$ cat src/rtl/uart_rx.sv
// UART receiver: 2-flop synchronised RX_IN, PRESCALE-times oversampling, 3-sample majority vote,
// optional parity check; result strobes (DATA_VALID / PAR_ERR / STP_ERR) are exactly one cycle wide.
module uart_rx #(
   parameter int unsigned DATA_WIDTH = 8,
   parameter int unsigned PRESCALE_W = 6
) (
   input  logic                  CLK,
   input  logic                  RST,
   input  logic                  RX_IN,
   input  logic [PRESCALE_W-1:0] PRESCALE,
   input  logic                  PAR_EN,
   input  logic                  PAR_TYPE,
   output logic [DATA_WIDTH-1:0] P_DATA,
   output logic                  DATA_VALID,
   output logic                  PAR_ERR,
   output logic                  STP_ERR
);

   localparam int unsigned BCW = $clog2(DATA_WIDTH + 3);
   localparam logic [PRESCALE_W-1:0] P_ONE = PRESCALE_W'(1);
   localparam logic [PRESCALE_W-1:0] P_TWO = PRESCALE_W'(2);

   typedef enum logic [2:0] {
      S_IDLE,
      S_START,
      S_DATA,
      S_PARITY,
      S_STOP
   } state_t;

   state_t                 state_q, state_d;
   logic                   sync1_q, rx_s_q;
   logic [PRESCALE_W-1:0]  edge_q, edge_d;
   logic [BCW-1:0]         bit_q, bit_d;
   logic [2:0]             samp_q, samp_d;
   logic [DATA_WIDTH-1:0]  shift_q, shift_d;
   logic [PRESCALE_W-1:0]  prescale_q, prescale_d;
   logic                   par_en_q, par_en_d;
   logic                   par_type_q, par_type_d;
   logic                   par_flag_q, par_flag_d;
   logic [DATA_WIDTH-1:0]  pdata_q, pdata_d;
   logic                   dv_q, dv_d;
   logic                   perr_q, perr_d;
   logic                   serr_q, serr_d;

   logic [PRESCALE_W-1:0]  half;
   logic                   last_edge, pre_last_edge, sample_edge, vote;

   assign half          = prescale_q >> 1;
   assign last_edge     = (edge_q == prescale_q - P_ONE);
   assign pre_last_edge = (edge_q == prescale_q - P_TWO);
   assign sample_edge   = (edge_q == half - P_ONE) || (edge_q == half) || (edge_q == half + P_ONE);
   assign vote          = (samp_q[0] & samp_q[1]) | (samp_q[0] & samp_q[2]) | (samp_q[1] & samp_q[2]);

   always_comb begin
      state_d    = state_q;
      edge_d     = edge_q;
      bit_d      = bit_q;
      samp_d     = samp_q;
      shift_d    = shift_q;
      prescale_d = prescale_q;
      par_en_d   = par_en_q;
      par_type_d = par_type_q;
      par_flag_d = par_flag_q;
      pdata_d    = pdata_q;
      dv_d       = 1'b0;
      perr_d     = 1'b0;
      serr_d     = 1'b0;

      if (state_q != S_IDLE) begin
         edge_d = last_edge ? '0 : edge_q + P_ONE;
         if (last_edge) bit_d = bit_q + BCW'(1);
         if (sample_edge) samp_d = {samp_q[1:0], rx_s_q};
      end

      case (state_q)
         S_IDLE: begin
            edge_d = '0;
            bit_d  = '0;
            // The detection cycle itself is edge 0 of the start bit.
            if (!rx_s_q) begin
               state_d    = S_START;
               edge_d     = P_ONE;
               prescale_d = PRESCALE;
               par_en_d   = PAR_EN;
               par_type_d = PAR_TYPE;
               par_flag_d = 1'b0;
            end
         end
         S_START: begin
            if (last_edge) begin
               if (vote) begin
                  state_d = S_IDLE;
                  bit_d   = '0;
               end else begin
                  state_d = S_DATA;
               end
            end
         end
         S_DATA: begin
            if (last_edge) begin
               shift_d = {vote, shift_q[DATA_WIDTH-1:1]};
               if (bit_q == BCW'(DATA_WIDTH)) state_d = par_en_q ? S_PARITY : S_STOP;
            end
         end
         S_PARITY: begin
            if (last_edge) begin
               if (vote != (^shift_q ^ par_type_q)) par_flag_d = 1'b1;
               state_d = S_STOP;
            end
         end
         S_STOP: begin
            // Result registered one edge early so the strobe coincides with the stop bit's final cycle.
            if (pre_last_edge) begin
               serr_d = ~vote;
               perr_d = par_flag_q;
               if (vote && !par_flag_q) begin
                  dv_d    = 1'b1;
                  pdata_d = shift_q;
               end
            end
            if (last_edge) begin
               state_d = S_IDLE;
               bit_d   = '0;
            end
         end
         default: begin
            state_d = S_IDLE;
            edge_d  = '0;
            bit_d   = '0;
         end
      endcase
   end

   always_ff @(posedge CLK or negedge RST) begin
      if (!RST) begin
         state_q    <= S_IDLE;
         sync1_q    <= 1'b1;
         rx_s_q     <= 1'b1;
         edge_q     <= '0;
         bit_q      <= '0;
         samp_q     <= '0;
         shift_q    <= '0;
         prescale_q <= '0;
         par_en_q   <= 1'b0;
         par_type_q <= 1'b0;
         par_flag_q <= 1'b0;
         pdata_q    <= '0;
         dv_q       <= 1'b0;
         perr_q     <= 1'b0;
         serr_q     <= 1'b0;
      end else begin
         state_q    <= state_d;
         sync1_q    <= RX_IN;
         rx_s_q     <= sync1_q;
         edge_q     <= edge_d;
         bit_q      <= bit_d;
         samp_q     <= samp_d;
         shift_q    <= shift_d;
         prescale_q <= prescale_d;
         par_en_q   <= par_en_d;
         par_type_q <= par_type_d;
         par_flag_q <= par_flag_d;
         pdata_q    <= pdata_d;
         dv_q       <= dv_d;
         perr_q     <= perr_d;
         serr_q     <= serr_d;
      end
   end

   assign P_DATA     = pdata_q;
   assign DATA_VALID = dv_q;
   assign PAR_ERR    = perr_q;
   assign STP_ERR    = serr_q;

endmodule

$ cat config.mk
export PLATFORM = sky130hd
export DESIGN_NAME = uart_rx
export DESIGN_NICKNAME = d
export VERILOG_FILES = /design/src/rtl/uart_rx.sv
export SDC_FILE = /design/constraint.sdc
export NUM_CORES = 1
export LEC_CHECK = 0
export CORE_MARGIN = 5
export CORE_UTILIZATION = 45
export CTS_CLUSTER_SIZE = 20
export DETAILED_ROUTE_END_ITERATION = 16
export GPL_TIMING_DRIVEN = 0
export PLACE_DENSITY = 0.67
export SETUP_SLACK_MARGIN = 0.05
export SLEW_MARGIN = 40
export SYNTH_ARGS = -nofsm -noshare
export SYNTH_HDL_FRONTEND = slang
export SYNTH_SLANG_ARGS = --single-unit
export TNS_END_PERCENT = 1
$ cat constraint.sdc
create_clock -name CLK -period 2.1 [get_ports CLK]
set_input_delay 0.42 -clock CLK [delete_from_list [all_inputs] [get_ports CLK]]
set_output_delay 0.42 -clock CLK [all_outputs]
set_load 0.02 [all_outputs]
==> run metrics, run 1 <==
outcome complete, but fails checks; violated checks negative setup slack; number of iterations in the first detailed-routing pass 4; Crit Path Category reg2reg; ys async rst share 1.00; # DRC 0; DRT iter0 DRCs between 50 and 60; IO Count 22; sequential-to-total area share from yosys stat 0.432; dominant cell type by area after synthesis dfrtp_1; clock sinks 46; Root Driver clkbuf_8; maximum vdd drop between 0.0006 and 0.0007 V; combinational power share 0.561; top cells by area, synth dfrtp_1 41%, mux2_2 10%, xor2_1 5.6%; Post-synth top cells 44 x dfrtp_1, 24 x mux2_2, 17 x nand2_1, 17 x xor2_1, 16 x xnor2_1; Overall Global Routing Usage 0.157; Power Density around 1300 nW/um^2; leakage approximately 1.4 nW; initial antenna violation count 0; Tot Pwr around 4.3 mW; vias in the first global route roughly 2000; Setup WS post-layout -0.193 ns; Final Max Slew Viols 0; post-route ant nets 0; dpl ws -0.283 ns; TNS Setup -2.82 ns; worst r2r src prescale_q[2]; first-pass GRT wire length 9.41 mm; WL per Instance approximately 15 um; Crit. End Element flop; CP Capture Point samp_q[2]; Sw Ratio 0.409; largest net degree at the start of global routing 30; Sw Pwr 1.78 mW; total of max-cap violations 0; Crit path buffers/inverters 2; Yosys top cell area share 0.412; CTS H-tree lvls 2; Final min period between 2 and 2.5 ns; worst skew pair latency approximately 0.30 ns; synth warn 0; Slew @ Worst Pin around 0.45 ns; CP cell instances buf_6 -> or3_1 -> clkbuf_2 -> xnor2_1 -> a311oi_2 -> o21ai_1 -> a21oi_2 -> mux2_2; CTS Buf Count 5; area delta synth->final 22.6%; synth unique cells 53; Clock Pin Slew Worst Setup and Hold Paths about 0.080 ns; FILL cells 500; Arr. time, crit path ~2.5 ns; FP Rows 28; critical path launch point type flop; CTS Buffer Depth 2; sequential share of power 0.284; hold slack between 0.3 and 0.4 ns; Inserted Diodes 0; Port Buf Inserts 21; Worst Setup SP prescale_q[2]; cell depth of the worst setup path 8; Synth Net Count between 200 and 300; most frequent cell after synthesis dfrtp_1; Core Region 5850 sq um; required time of the critical path 2.28 ns; Post-synth EDFFs 0; clock share of power 0.155; relative slew slack 0.700; final instance area approximately 3300 sq um; placed cell area between 3000 and 4000 sq um; Final Cycle Share 1.09; Worst R2R Setup Slack -0.19 ns; RSZ-0062 raised after global routing yes; GPL Wtd Cong approximately 0.8; die area about 7600 sq um; fin nets just over 300; Reg2Reg Depth 8; number of synthesized register bits 46; Synth Flop Type dfrtp_1; WL final 5.30 mm; Post-DP HPWL around 3.7 mm; final clock skew between 0.01 and 0.015 ns; GRT overflow 0; Final Setup Violations 25; cells after synthesis 251; CP peak stage delay 0.39 ns; FMAX 436 MHz; worst-path maximum fanout 4; drt via density ~5.4; Internal around 2.6 mW; via count just under 2000; Avg Synthesized Cell Area roughly 11 sq um; share of cells above drive strength 1 0.267; Chip Height slightly below 90 um; Worst R2R End samp_q[2]; CTS tree yes; Top delay family on crit path compound AO/OA/AOI/OAI gates; Initial Util 0.457; Hold/Removal Path Class reg2reg; Final Hold Viols 0; mapped cell area roughly 2700 sq um; Worst path slowest cell dfrtp_1; Die X 87.0 um
## layout make-up
cell class | count | area, sq um | share of cell area
clock buffer | 7 | 86.3 | 0.0264
multi-input combinational | 179 | 1450 | 0.443
sequential | 46 | 1150 | 0.353
clock inverter | 1 | 30.0 | 0.00917
inverter | 9 | 36.3 | 0.0111
tap | 75 | 93.8 | 0.0287
timing repair buffer | 29 | 295 | 0.0902
buffer | 17 | 126 | 0.0386
## per-layer routing
| layer | track usage | up-vias | routed length (um) |
|---|---|---|---|
| met5 | 0 | - | 0 |
| met3 | 0.0360 | 18 | 261 |
| met2 | 0.246 | 55 | 2600 |
| li1 | - | 944 | - |
| met4 | 0.0652 | 0 | 139 |
| met1 | 0.207 | 948 | 2310 |
## metrics by stage
step                       util  cells
after global routing      0.560    363
after CTS                 0.554    363
after global placement    0.512    347
final                     0.560    363
after floorplan               -    251
after detailed placement  0.515    348
## cell usage in the layout (no fill, tap or decap), types with 3 or more instances in the layout
| cell type | Yosys | final |
|---|---|---|
| o21ai_1 | 1 | 3 |
| xnor2_1 | 16 | 16 |
| clkbuf_1 | 6 | 5 |
| buf_4 | 2 | 7 |
| xor2_1 | 17 | 16 |
| nor2_1 | 13 | 11 |
| nand2_1 | 17 | 14 |
| o211ai_1 | 3 | 3 |
| ha_1 | 7 | 6 |
| nand3_1 | 10 | 10 |
| buf_2 | 4 | 4 |
| mux2_2 | 24 | 23 |
| o21ai_0 | 9 | 7 |
| or3_1 | 5 | 5 |
| dfrtp_1 | 44 | 43 |
| a21oi_1 | 8 | 8 |
| buf_6 | 5 | 7 |
| nand4_1 | 3 | 3 |
| clkdlybuf4s50_1 | 0 | 20 |
| inv_1 | 9 | 7 |
| and3_1 | 5 | 5 |
| clkbuf_8 | 0 | 6 |
## registers in the layout (all words and copies together), names as in the netlist
| register | flops |
|---|---|
| rx_s_q | 1 |
| DATA_VALID | 1 |
| shift_q | 8 |
| par_en_q | 1 |
| samp_q | 3 |
| state_q | 3 |
| par_flag_q | 1 |
| PAR_ERR | 1 |
| P_DATA | 8 |
| par_type_q | 1 |
| edge_q | 6 |
| sync1_q | 1 |
| prescale_q | 6 |
| bit_q | 4 |
| STP_ERR | 1 |
## how the worst min path moves through the flow
stage                       start         end  slack, ns  cells past startpoint
final                     sync1_q      rx_s_q       0.36                      0
after global routing      sync1_q      rx_s_q       0.37                      0
after CTS                 sync1_q      rx_s_q       0.36                      0
after detailed placement      RST   P_DATA[6]       0.31                      1
after global placement    sync1_q      rx_s_q       0.35                      0
after floorplan               RST  DATA_VALID       0.12                      0
## kinds of logic after synthesis
kind of cell               synth area share
DFF                                   0.432
AOI/OAI and AO/OA                     0.106
buffers and inverters                0.0553
adders and majority gates            0.0365
and+or+nand+nor                       0.151
xor gates and xnor gates              0.114
muxes                                 0.105
## power by group through the flow
stage / clock network (mW) / registers (mW) / logic, mW
final: 0.675 / 1.23 / 2.44
after global routing: 0.729 / 1.26 / 2.67
after CTS: 0.697 / 1.23 / 2.35
after detailed placement: 0 / 1.26 / 2.16
after global placement: 0 / 1.25 / 2.12
after floorplan: 0 / 1.22 / 1.79
## worst register-to-register path: stages (launching register included)
cell	delay (ns)
dfrtp_1	0.39
buf_6	0.13
or3_1	0.36
clkbuf_2	0.15
xnor2_1	0.16
a311oi_2	0.27
o21ai_1	0.10
a21oi_2	0.26
mux2_2	0.37
## repair_timing
item | in CTS | in global routing
resized for setup | 14 | 7
endpoints found under the setup margin | 39 | 36
hold buffers | 1 | 0
buffers inserted | 6 | 0
endpoints found under the hold margin | 17 | 0
pin swaps | 10 | 4
(Power assumes the default switching activity.)
==> inputs of run 2 (changes only) <==
--- a/config.mk
+++ b/config.mk
@@ -6,11 +6,12 @@
 export NUM_CORES = 1
 export LEC_CHECK = 0
 export CORE_MARGIN = 5
-export CORE_UTILIZATION = 45
+export CORE_UTILIZATION = 50
 export CTS_CLUSTER_SIZE = 20
 export DETAILED_ROUTE_END_ITERATION = 16
 export GPL_TIMING_DRIVEN = 0
-export PLACE_DENSITY = 0.67
+export PLACE_DENSITY = 0.73
+export REMOVE_ABC_BUFFERS = 1
 export SETUP_SLACK_MARGIN = 0.05
 export SLEW_MARGIN = 40
 export SYNTH_ARGS = -nofsm -noshare
==> run metrics, run 2 (synthesis gave the netlist of run 1 again) <==
commonest non-fill, non-tap cell in the layout dfrtp_1; Final Hold Viols 0 (unchanged); worst-path maximum fanout 8 (+4); Inserted Diodes 0 (unchanged); Crit Path Category reg2reg; Hold/Removal Path Class reg2reg; # DRC 0 (unchanged); relative slew slack 0.711 (+0.0106); critical path launch point type flop; number of iterations in the first detailed-routing pass 4 (unchanged); violated checks negative setup slack; FILL cells 428 (-14%); final core utilization 0.607 (+0.0474); Worst path slowest cell or3_4; CP peak stage delay 0.43 ns (+0.04 ns); Top delay family on crit path compound AO/OA/AOI/OAI gates; area delta synth->final 16.8%; Final Setup Violations 21 (-16%); Final Max Slew Viols 0 (unchanged); Sw Pwr 1.73 mW (-2.8%); Chip Height 83.1 um (-4.5%); Final Cycle Share 1.05 (-0.0459); vias in the first global route 1854 (-5.3%); first-pass GRT wire length 8.79 mm (-6.6%); largest net degree at the start of global routing 31 (+3.3%); GRT overflow 0 (unchanged); final instance area 3120 sq um (-4.7%); Sw Ratio 0.429 (+0.0200); via count 1877 (-4.5%); Crit. End Element flop; Clock Pin Slew Worst Setup and Hold Paths 0.09 ns (about the same); CP cell instances buf_4 -> or3_4 -> xnor2_1 -> a311oi_1 -> o21ai_1 -> a21oi_2 -> mux2_2; worst skew pair latency 0.31 ns (about the same); Internal 2.30 mW (-10%); Power Density 1290 nW/um^2 (-2.8%); Setup WS post-layout -0.0969 ns (+0.0964 ns); Slew @ Worst Pin 0.432 ns (-0.0174 ns); FP Rows 26 (-7.1%); commonest cells after routing, fill and taps aside 39 x dfrtp_1, 24 x mux2_2, 20 x clkdlybuf4s50_1; Initial Util 0.520 (+0.0631); Core Region 5140 sq um (-12%); Die X 83.1 um (-4.5%); CTS Buffer Depth 2 (unchanged); GPL Wtd Cong 0.829 (+2.2%); Overall Global Routing Usage 0.155 (-0.00218); Final min period 2.20 ns (-0.0964 ns); die area 6900 sq um (-8.9%); maximum vdd drop 0.000962 V (+48%); Crit path buffers/inverters 1 (-1); initial antenna violation count 0 (unchanged); WL per Instance 15.0 um (+2.5%); WL final 5.14 mm (-3.1%); placed cell area 2880 sq um (-4.6%); fin nets 290 (-4.9%); sequential share of power 0.360 (+0.076); combinational power share 0.497 (-0.064); RSZ-0062 raised after global routing yes; IO Count 22 (unchanged); required time of the critical path 2.30 ns (+0.02 ns); final clock skew 0.00891 ns (-0.00159 ns); drt via density 5.47 (+1.1%); CTS tree yes; total of max-cap violations 0 (unchanged); share of cells above drive strength 1 0.256 (-0.0110); dpl ws -0.486 ns (-0.203 ns); Root Driver clkbuf_8; FMAX 455 MHz (+4.4%); CTS H-tree lvls 2 (unchanged); post-route ant nets 0 (unchanged); Port Buf Inserts 21 (unchanged); Post-DP HPWL 3.58 mm (-4.3%); leakage 1.35 nW (-5.6%); outcome complete, but fails checks; clock sinks 46 (unchanged); CTS Buf Count 5 (unchanged); clock share of power 0.143 (-0.012); Tot Pwr 4.03 mW (-7.3%); DRT iter0 DRCs 162 (+200%); Arr. time, crit path 2.40 ns (-0.07 ns)
run 2: per-layer routing:
layer / wire (um) / vias up / track usage
li1: - / 911 / -
met1: 2380 / 919 / 0.213
met2: 2460 / 35 / 0.238
met3: 193 / 12 / 0.0337
met4: 107 / 0 / 0.0579
met5: 0 / - / 0
run 2: timing repair:
item	CTS	global route
gates resized for setup	15	6
pin swaps	7	6
setup endpoints to repair	35	38
hold buffers	1	0
endpoints found under the hold margin	14	0
buffers inserted	7	1
run 2: metrics by stage:
stage | cells | hold slack (ns) | TNS (ns)
6_report | 343 | 0.362 | -0.950
5_1_grt | 343 | 0.369 | -3.83
4_1_cts | 342 | 0.364 | -0.826
3_5_place_dp | 326 | 0.300 | -12.32
3_3_place_gp | 325 | 0.346 | -43.29
2_1_floorplan | 234 | 0.124 | -2.97
run 2: power by group through the flow:
| stage | Sequential, mW | Clock, mW | Combinational [mW] |
|---|---|---|---|
| 2_1_floorplan | 1.37 | 0 | 1.44 |
| 3_5_place_dp | 1.47 | 0 | 1.74 |
| 6_report | 1.45 | 0.574 | 2.00 |
| 5_1_grt | 1.49 | 0.625 | 2.22 |
| 3_3_place_gp | 1.47 | 0 | 1.69 |
| 4_1_cts | 1.44 | 0.589 | 1.92 |
run 2: layout make-up:
| cell class | count | area [sq um] | area share |
|---|---|---|---|
| clock buffers | 5 | 68.8 | 0.0221 |
| clock inverters | 3 | 22.5 | 0.00722 |
| inverters | 9 | 36.3 | 0.0116 |
| multi-input cells | 179 | 1440 | 0.460 |
| flip-flops and latches | 46 | 1160 | 0.372 |
| well taps | 70 | 87.6 | 0.0281 |
| repair buffers | 31 | 310 | 0.0994 |
run 2: path summary, 6_finish.rpt:
check	startpoint	end	slack [ns]	cells after the start
worst max register to register	prescale_q[2]	samp_q[0]	-0.1	7
worst min-delay path	sync1_q	rx_s_q	0.36	0
worst min register to register	sync1_q	rx_s_q	0.36	0
worst max-delay path	prescale_q[2]	samp_q[0]	-0.1	7
max in group asynchronous	RST	edge_q[2]	1.17	3
min in group asynchronous	RST	P_DATA[0]	0.51	2
run 2: worst register-to-register path: cells and delay by family (launching register included):
kind,cells,cell delay [ns]
xor+xnor,1,0.14
compound gates,3,0.56
flops,1,0.42
buf+inv,1,0.17
simple gates,1,0.43
mux,1,0.37
